### config.mk
export PLATFORM = sky130hd
export DESIGN_NAME = fft_input_reorder
export DESIGN_NICKNAME = d
export VERILOG_FILES = /design/src/rtl/fft_input_reorder_pkg.sv /design/src/rtl/fft_input_reorder_ram.sv /design/src/rtl/fft_input_reorder.sv
export SDC_FILE = /design/constraint.sdc
export NUM_CORES = 1
export LEC_CHECK = 0
export ABC_AREA = 1
export BUFFER_PORTS_ARGS = -buffer_cell sky130_fd_sc_hd__buf_2
export CORE_MARGIN = 5
export CORE_UTILIZATION = 45
export CTS_CLUSTER_DIAMETER = 50
export DETAILED_ROUTE_END_ITERATION = 12
export SYNTH_ARGS = -nofsm -noshare
export SYNTH_HDL_FRONTEND = slang
export SYNTH_SLANG_ARGS = --single-unit
export TNS_END_PERCENT = 10
### constraint.sdc
create_clock -name clk -period 3.8 [get_ports clk]
set_clock_uncertainty 0.2 [all_clocks]
set_input_delay 0 -clock clk [delete_from_list [all_inputs] [get_ports clk]]
set_output_delay 0 -clock clk [all_outputs]
set_load 0.005 [all_outputs]
### src/rtl/fft_input_reorder_pkg.sv
// fft_input_reorder_pkg
//   Shared types and helpers for the FFT input reorder buffer.
//   rd_state_e : reader FSM states
//   clog2()    : ceiling log2, usable in constant expressions
//   bitrev()   : reverse the low 'bits' bits of a value
package fft_input_reorder_pkg;

    typedef enum logic [0:0] {
        StIdle,
        StRead
    } rd_state_e;

    function automatic int unsigned clog2(input int unsigned value);
        int unsigned res;
        res = 0;
        while ((32'd1 << res) < value) begin
            res++;
        end
        return res;
    endfunction

    function automatic logic [31:0] bitrev(input logic [31:0] value, input int unsigned bits);
        logic [31:0] res;
        res = '0;
        for (int i = 0; i < int'(bits); i++) begin
            res[i] = value[int'(bits) - 1 - i];
        end
        return res;
    endfunction

endpackage

### src/rtl/fft_input_reorder_ram.sv
// fft_input_reorder_ram
//   Simple dual-port RAM: one write port, one registered read port.
//   clk   : clock
//   we    : write enable      waddr/wdata : write address/data
//   re    : read enable       raddr       : read address
//   rdata : read data, valid the cycle after re
module fft_input_reorder_ram #(
    parameter int unsigned DEPTH  = 16,
    parameter int unsigned WIDTH  = 33,
    parameter int unsigned ADDR_W = 4
) (
    input  logic              clk,
    input  logic              we,
    input  logic [ADDR_W-1:0] waddr,
    input  logic [WIDTH-1:0]  wdata,
    input  logic              re,
    input  logic [ADDR_W-1:0] raddr,
    output logic [WIDTH-1:0]  rdata
);

    logic [WIDTH-1:0] mem_q [DEPTH];

    always_ff @(posedge clk) begin
        if (we) begin
            mem_q[waddr] <= wdata;
        end
        if (re) begin
            rdata <= mem_q[raddr];
        end
    end

endmodule

### src/rtl/fft_input_reorder.sv
// fft_input_reorder
//   Collects N-sample frames from the filterbank into a ping-pong buffer and
//   replays each frame as a gapless burst in bit-reversed (or natural) order.
//   clk, rst_n            : clock, synchronous active-low reset
//   in_data/in_m/in_first : sample, metadata, filter-0 marker; valid on in_nd
//   out_data/out_m        : reordered sample and metadata; valid on out_nd
//   out_first             : first sample of an output frame
//   error                 : sticky; framing slip or buffer overflow
module fft_input_reorder
    import fft_input_reorder_pkg::*;
#(
    parameter int unsigned N      = 8,
    parameter int unsigned WIDTH  = 32,
    parameter int unsigned MWIDTH = 1,
    parameter int unsigned BITREV = 1
) (
    input  logic              clk,
    input  logic              rst_n,
    input  logic [WIDTH-1:0]  in_data,
    input  logic              in_nd,
    input  logic [MWIDTH-1:0] in_m,
    input  logic              in_first,
    output logic [WIDTH-1:0]  out_data,
    output logic              out_nd,
    output logic [MWIDTH-1:0] out_m,
    output logic              out_first,
    output logic              error
);

    localparam int unsigned LOG_N = clog2(N);
    localparam int unsigned DW    = WIDTH + MWIDTH;
    localparam logic [LOG_N-1:0] LastIdx = LOG_N'(N - 1);

    logic             wbank_q, wbank_d;
    logic [LOG_N-1:0] widx_q, widx_d;
    logic [1:0]       full_q, full_d;
    logic             error_q, error_d;

    rd_state_e        state_q;
    logic             rbank_q;
    logic [LOG_N-1:0] ridx_q;

    logic             rd_valid_q, rd_first_q;
    logic             out_nd_q, out_first_q;
    logic [DW-1:0]    out_q;

    // Reader hold; tied off in normal operation.
    logic read_hold;
    assign read_hold = 1'b0;

    logic             issue, issue_last, wr_sync, wr_done, overflow;
    logic [LOG_N-1:0] wr_idx, rd_idx;
    logic [DW-1:0]    ram_rdata;

    always_comb begin
        issue      = (state_q == StRead) && !read_hold;
        issue_last = issue && (ridx_q == LastIdx);
        wr_sync    = in_nd && in_first && (widx_q != '0);
        wr_done    = in_nd && !wr_sync && (widx_q == LastIdx);
        // The other bank is free if empty or its final read issues this cycle.
        overflow   = wr_done && full_q[~wbank_q] && !(issue_last && (rbank_q == ~wbank_q));

        wr_idx = wr_sync ? '0 : widx_q;
        rd_idx = (BITREV != 0) ? LOG_N'(bitrev(32'(ridx_q), LOG_N)) : ridx_q;

        full_d = full_q;
        if (issue_last) begin
            full_d[rbank_q] = 1'b0;
        end
        if (wr_done && !overflow) begin
            full_d[wbank_q] = 1'b1;
        end

        wbank_d = wbank_q;
        widx_d  = widx_q;
        if (in_nd) begin
            if (wr_sync) begin
                widx_d = LOG_N'(1);
            end else if (wr_done) begin
                widx_d = '0;
                if (!overflow) begin
                    wbank_d = ~wbank_q;
                end
            end else begin
                widx_d = widx_q + 1'b1;
            end
        end

        error_d = error_q | wr_sync | overflow;
    end

    always_ff @(posedge clk) begin
        if (!rst_n) begin
            wbank_q <= 1'b0;
            widx_q  <= '0;
            full_q  <= '0;
            error_q <= 1'b0;
        end else begin
            wbank_q <= wbank_d;
            widx_q  <= widx_d;
            full_q  <= full_d;
            error_q <= error_d;
        end
    end

    // Reader FSM. Looks at full_d so a bank completing this cycle starts
    // reading immediately, keeping back-to-back frames gapless.
    always_ff @(posedge clk) begin
        if (!rst_n) begin
            state_q <= StIdle;
            rbank_q <= 1'b0;
            ridx_q  <= '0;
        end else begin
            unique case (state_q)
                StIdle: begin
                    if (|full_d) begin
                        state_q <= StRead;
                        rbank_q <= ~full_d[0];
                        ridx_q  <= '0;
                    end
                end
                StRead: begin
                    if (issue_last) begin
                        ridx_q <= '0;
                        if (full_d[~rbank_q]) begin
                            rbank_q <= ~rbank_q;
                        end else begin
                            state_q <= StIdle;
                        end
                    end else if (issue) begin
                        ridx_q <= ridx_q + 1'b1;
                    end
                end
                default: state_q <= StIdle;
            endcase
        end
    end

    fft_input_reorder_ram #(
        .DEPTH  (2 * N),
        .WIDTH  (DW),
        .ADDR_W (LOG_N + 1)
    ) u_ram (
        .clk   (clk),
        .we    (in_nd),
        .waddr ({wbank_q, wr_idx}),
        .wdata ({in_m, in_data}),
        .re    (issue),
        .raddr ({rbank_q, rd_idx}),
        .rdata (ram_rdata)
    );

    // Two stages: RAM read register, then output register.
    always_ff @(posedge clk) begin
        if (!rst_n) begin
            rd_valid_q  <= 1'b0;
            rd_first_q  <= 1'b0;
            out_nd_q    <= 1'b0;
            out_first_q <= 1'b0;
            out_q       <= '0;
        end else begin
            rd_valid_q  <= issue;
            rd_first_q  <= issue && (ridx_q == '0);
            out_nd_q    <= rd_valid_q;
            out_first_q <= rd_valid_q && rd_first_q;
            if (rd_valid_q) begin
                out_q <= ram_rdata;
            end
        end
    end

    assign out_data  = out_q[WIDTH-1:0];
    assign out_m     = out_q[DW-1:WIDTH];
    assign out_nd    = out_nd_q;
    assign out_first = out_first_q;
    assign error     = error_q;

endmodule
# Word level (Yosys, flattened, before mapping)

Memory sizes are Yosys's and may differ from the RTL's. A register that Yosys moved wholly into a read port is not among the register bits.
Index checks and enable logic that the tools add are counted.

Add/sub/neg operators: 2
Magnitude comparators: 6
Equal/unequal tests: 6
Muxes and demuxes: 26
Bitwise logic cells: 11
Reductions and logical operators: 21

Operators by type and width:

| kind                  | number |
|---|---|
| $mux W3               | 5 |
| $mux W1               | 14 |
| $logic_and A1 B1 Y1   | 13 |
| $lt A1 B2 Y1 const B  | 4 |
| $add A3 B1 Y3 const B | 2 |
| $eq A3 B3 Y1 const B  | 2 |
| $not A1 Y1            | 6 |
| $pmux W3 S2           | 1 |
| $mux W2               | 2 |
| $ne A2 B1 Y1 const B  | 2 |
| $pmux W1 S2           | 2 |
| $reduce_and A4 Y1     | 1 |
| $logic_not A1 Y1      | 3 |
| $logic_not A3 Y1      | 1 |
| $reduce_and A3 Y1     | 1 |
| $reduce_bool A3 Y1    | 1 |
| $and A2 B2 Y2         | 1 |
| $demux W1 S1          | 2 |
| $ge A1 B1 Y1 const B  | 2 |
| $ne A2 B2 Y1 const B  | 1 |
| $not A2 Y2            | 1 |
| $or A1 B1 Y1          | 2 |
| $or A2 B2 Y2          | 1 |
| $reduce_or A2 Y1      | 1 |
| $eq A1 B1 Y1          | 1 |

Flip-flop bits (word level): 49
Memory bits (writable): 528
Input bits: 37
Output and inout bits: 36
Logic and storage cells: 85
Memories kept: 1

Memories:

| memory      | words | bits a word | read ports | clocked after Yosys merged registers in | wr ports | RTL line                    | RTL |
|---|---|---|---|---|---|---|---|
| u_ram.mem_q | 16    | 33          | 1          | 1                                       | 1        | fft_input_reorder_ram.sv:21 | `logic [WIDTH-1:0] mem_q [DEPTH];` |

# Longest topological paths before layout

Depth in word-level cells: 15
Depth in mapped cells: 13
Gate-level depth less buffers: 13

# By module

From an unflattened synthesis, not the netlist that was laid out.

Cell total of the unflattened synthesis: 2435
Area total of the unflattened synthesis: 25490.7 um^2

Modules (own cells, without submodules):

| module                | times used | cells each | area an instance (um^2) | sequential area each (um^2) |
|---|---|---|---|---|
| fft_input_reorder_ram | 1          | 2185       | 23571.4                 | 16846.2 |
| fft_input_reorder     | 1          | 250        | 1919.3                  | 980.9 |

# Least setup slack after synthesis

Ideal clock, no wire load.

Path kind: register to register
From: register widx_q[0]
To: memory u_ram.mem_q[11][0], enable pin
Library setup time: 0.423 ns
Data arrival time: 2.399 ns
Setup slack: 0.778 ns
Cell stages (with the launch flop): 9
Buffers on the path: 0
Period minus slack after synthesis: 3.022 ns
Cells stage by stage: dfxtp_1 inv_1 ha_1 nand2_1 nand2_1 inv_1 nor2_1 nand2_1 nor2_1

Word-level cells in the longest chain between the ends: 3

RTL lines:

| element                | RTL line                    | RTL |
|---|---|---|
| start, declared        | fft_input_reorder.sv:35     | `logic [LOG_N-1:0] widx_q, widx_d;` |
| start signal, assigned | fft_input_reorder.sv:100    | `widx_q <= widx_d;` |
| $reduce_bool A3 Y1     | fft_input_reorder.sv:58     | `wr_sync = in_nd && in_first && (widx_q != '0);` |
| $logic_and A1 B1 Y1    | fft_input_reorder.sv:58     |  |
| $mux W3 (*)            | fft_input_reorder.sv:63     | `wr_idx = wr_sync ? '0 : widx_q;` |
| end, declared          | fft_input_reorder_ram.sv:21 |  |

Every way passes the cells marked *; elsewhere a longest branch is shown, timed or not.

# Worst setup path after layout

From: register widx_q[1]
To: memory u_ram.mem_q[15][27], enable pin

Same word-level chain as after synthesis.

==> metrics.csv <==
stage,metric,value,unit
run_status,status,completed,
routing,vias per inst,5.48,
floorplan,num ports,73,
power_and_ir_drop,pwr dens,498,mW/mm²
synthesis,XOR/XNOR Fraction of Synth Area,0,
layout,area taken by multi-input logic gates,0.00503,mm²
synthesis,adder-cell share of the synthesized area,0.00314,
worst_setup_path,CP startpoint,widx_q[1],
routing,starting DRC count in detailed routing,1220,
synthesis,top cell type's share of synthesized area,0.705,
sta,Worst-Margin Slew,1040,ps
power_and_ir_drop,clock power share,0.437,
global_routing,initial antenna violation count,0,
sta,final hold vios,0,
worst_setup_path,reg2reg setup slack,960,ps
global_routing,global-route wire length before repair,86200,µm
sta,max_slew headroom,0.304,
synthesis,#FFs+latches synth,610,
synthesis,Post-Synthesis Cell Area,0.0239,mm²
layout,layout overhead on the synthesized area,14.8,%
global_routing,met3 usage,0.0336,
floorplan,Die X,241,µm
power_and_ir_drop,VDD IR-drop max,0.000370,V
power_and_ir_drop,Seq pwr share,0.541,
worst_setup_path,critical path class,reg2reg,
synthesis,Post-Syn Instances,1695,
clock_tree,"Clk pin slew, worst setup/hold paths",60,ps
worst_setup_path,Worst Setup End Kind,flop,
layout,number of diodes,0,
clock_tree,root buffer cell,clkbuf_16,
routing,wire per inst,22.5,µm
sta,Final setup viols,0,
power_and_ir_drop,P_int,11000,µW
placement,# port buffers,72,
worst_setup_path,CP startpoint kind,flop,
synthesis,Synth Area in Compound Gates,0.114,
worst_setup_path,Worst R2R Path Depth,9,
power_and_ir_drop,Comb pwr share,0.022,
run,max_cap viols,0,
worst_setup_path,Worst R2R End,u_ram.mem_q[15][27],
hold_path,Hold Path Class,in2reg,
worst_setup_path,Worst Path Max Fanout,17,
floorplan,# rows,84,
routing,Detailed Routing Iterations Pass 1,8,
sta,FMAX,353,MHz
layout,filler cell count,4367,
worst_setup_path,crit path DAT,2940,ps
power_and_ir_drop,Pleak,0.00920,µW
placement,routability cong.,0.896,
floorplan,Initial Utilization,0.455,
layout,Nets,1840,
routing,Antenna Violating Nets Remaining,0,
clock_tree,Worst-Skew Late Latency,620,ps
synthesis,largest family of logic cells by synthesized area,compound AO/OA/AOI/OAI gates,
synthesis,simple-gate share of the synthesized area,0.0342,
global_routing,M2 GR Usage,0.332,
routing,via count,13906,
global_routing,GR peak layer,met2,
sta,aggregate negative setup slack,0,ps
global_routing,total grt overflow,0,
synthesis,register area share after synthesis,0.746,
floorplan,Chip Height,241,µm
synthesis,Syn Area/Cell,14.1,µm²
global_routing,GRT met1 Usage,0.262,
sta,min Tclk post-route,2840,ps
synthesis,leading area contributor after synthesis,edfxtp_1,
power_and_ir_drop,Final Power,13700,µW
global_routing,maximum number of pins on one net before global-route repair,87,
synthesis,library cells used by synthesis,22,
clock_tree,CTS Sinks,610,
power_and_ir_drop,switching pwr,2720,µW
global_routing,GRT Util Overall,0.196,
sta,Worst Hold Slack,150,ps
floorplan,total core area,0.0526,mm²
sta,RSZ-0062 raised after global routing,no,
floorplan,full die area,0.0578,mm²
routing,drt drc,0,
clock_tree,Inserted Clock Buffers,61,
synthesis,fraction of synthesized area in multiplexers,0.0553,
placement,DP Wirelength,34300,µm
clock_tree,CTS tree,built,
clock_tree,deepest clock path buffer count,3,
sta,Max Slew Vio Count,0,
worst_setup_path,critical path data required time,3900,ps
worst_setup_path,reg2reg start,widx_q[1],
layout,layout cells sized above 1,0.121,
worst_setup_path,Worst Setup EP,u_ram.mem_q[15][27],
synthesis,top post-synthesis cells by area,"edfxtp_1 70%, mux2i_1 5.5%, o211ai_1 4.2%",
sta,fin crit share,0.747,
synthesis,syn_nets,1738,
power_and_ir_drop,Sw Ratio,0.199,
routing,Routed WL,57100,µm
layout,storage element area,0.0178,mm²
synthesis,Synth Warn #,0,
global_routing,number of global-route vias before repair,13740,
clock_tree,htree depth,2,
-- metal layers --
layer	part of all wire	vias to the layer above
met5	0	-
met3	0.051	110
met2	0.50	382
li1	-	6466
met1	0.42	6948
met4	0.030	0
-- registers in the layout (all words and copies together), names as in the netlist, 2 cells and up --
register,flops
full_q,2
ridx_q,3
u_ram.mem_q,528
widx_q,3
out_q,33
u_ram.rdata,33
-- stage by stage --
step | cell area (µm²) | setup slack, ps | cells | utilization
floorplan | 23900 | 778 | 1695 | -
global placement | 25100 | 994 | 2384 | 0.477
detailed placement | 25100 | 995 | 2384 | 0.477
CTS | 27500 | 998 | 2536 | 0.523
global route | 27500 | 843 | 2536 | 0.523
finish | 27500 | 963 | 2536 | 0.523
-- cell type report --
| cell class | count | area share |
|---|---|---|
| Clock inverter | 20 | 0.00611 |
| Timing Repair Buffer | 143 | 0.0396 |
| Clock buffer | 94 | 0.0676 |
| Tap cell | 688 | 0.0313 |
| Sequential cell | 610 | 0.650 |
| Inverter | 164 | 0.0225 |
| Multi-Input combinational cell | 817 | 0.183 |
-- power groups by stage --
stage	Sequential [µW]	Clock (µW)	Combinational (µW)
finish	7400	5980	303
global route	7400	6380	331
CTS	7400	6090	311
detailed placement	7550	0	280
global placement	7550	0	273
floorplan	7550	0	93.3
-- worst max-delay path: stages, from the launching register on --
cell     delay, ps
dfxtp_1        340
inv_1          110
ha_1           160
nand2_1         50
nand2_1        110
inv_1           80
nor2_1         160
nand2_1        290
nor2_4         630
buf_4          410
-- cell usage in the layout, fill, tap and decap left out, types with 41 or more instances in the layout --
cell	Yosys	final
edfxtp_1	561	561
o21ai_0	178	178
inv_1	161	157
a21oi_1	140	140
o211ai_1	133	133
mux2i_1	132	132
nor2_1	91	79
buf_2	23	72
clkbuf_16	0	66
nand2_1	65	65
dfxtp_1	49	44
nand3_1	41	41
-- cell usage after synthesis, drive strengths merged --
master and instances:
dfxtp 49, ha 6, o21ai 204, a21oi 140, buf 49, mux2i 132
o211ai 133, clkinv 1, nand2 65, nor2 91, nor3 4, nand3 41
edfxtp 561, inv 163, clkbuf 55, and2 1
-- worst min-delay path by stage --
stage	from	cells past startpoint	end	slack (ps)
final	in_data[11]	2	u_ram.mem_q[2][11]	150
after global routing	in_data[11]	2	u_ram.mem_q[5][11]	130
after CTS	in_data[18]	2	u_ram.mem_q[10][18]	100
after detailed placement	out_nd	1	out_nd	190
after global placement	out_first	1	out_first	190
after floorplan	in_data[0]	0	u_ram.mem_q[0][0]	-100
-- logic make-up after synthesis --
group / count (synthesis)
buffers and inverters: 268
AOI/OAI and AO/OA: 477
and+or+nand+nor: 202
DFF: 610
muxes: 132
adders and majority gates: 6
-- timing repair --
item,in CTS,in global routing
hold buffers,38,0
endpoints found under the hold margin,577,0
gates resized for setup,0,0
buffers inserted,0,0
No activity file was read; power rests on OpenSTA's default activity.
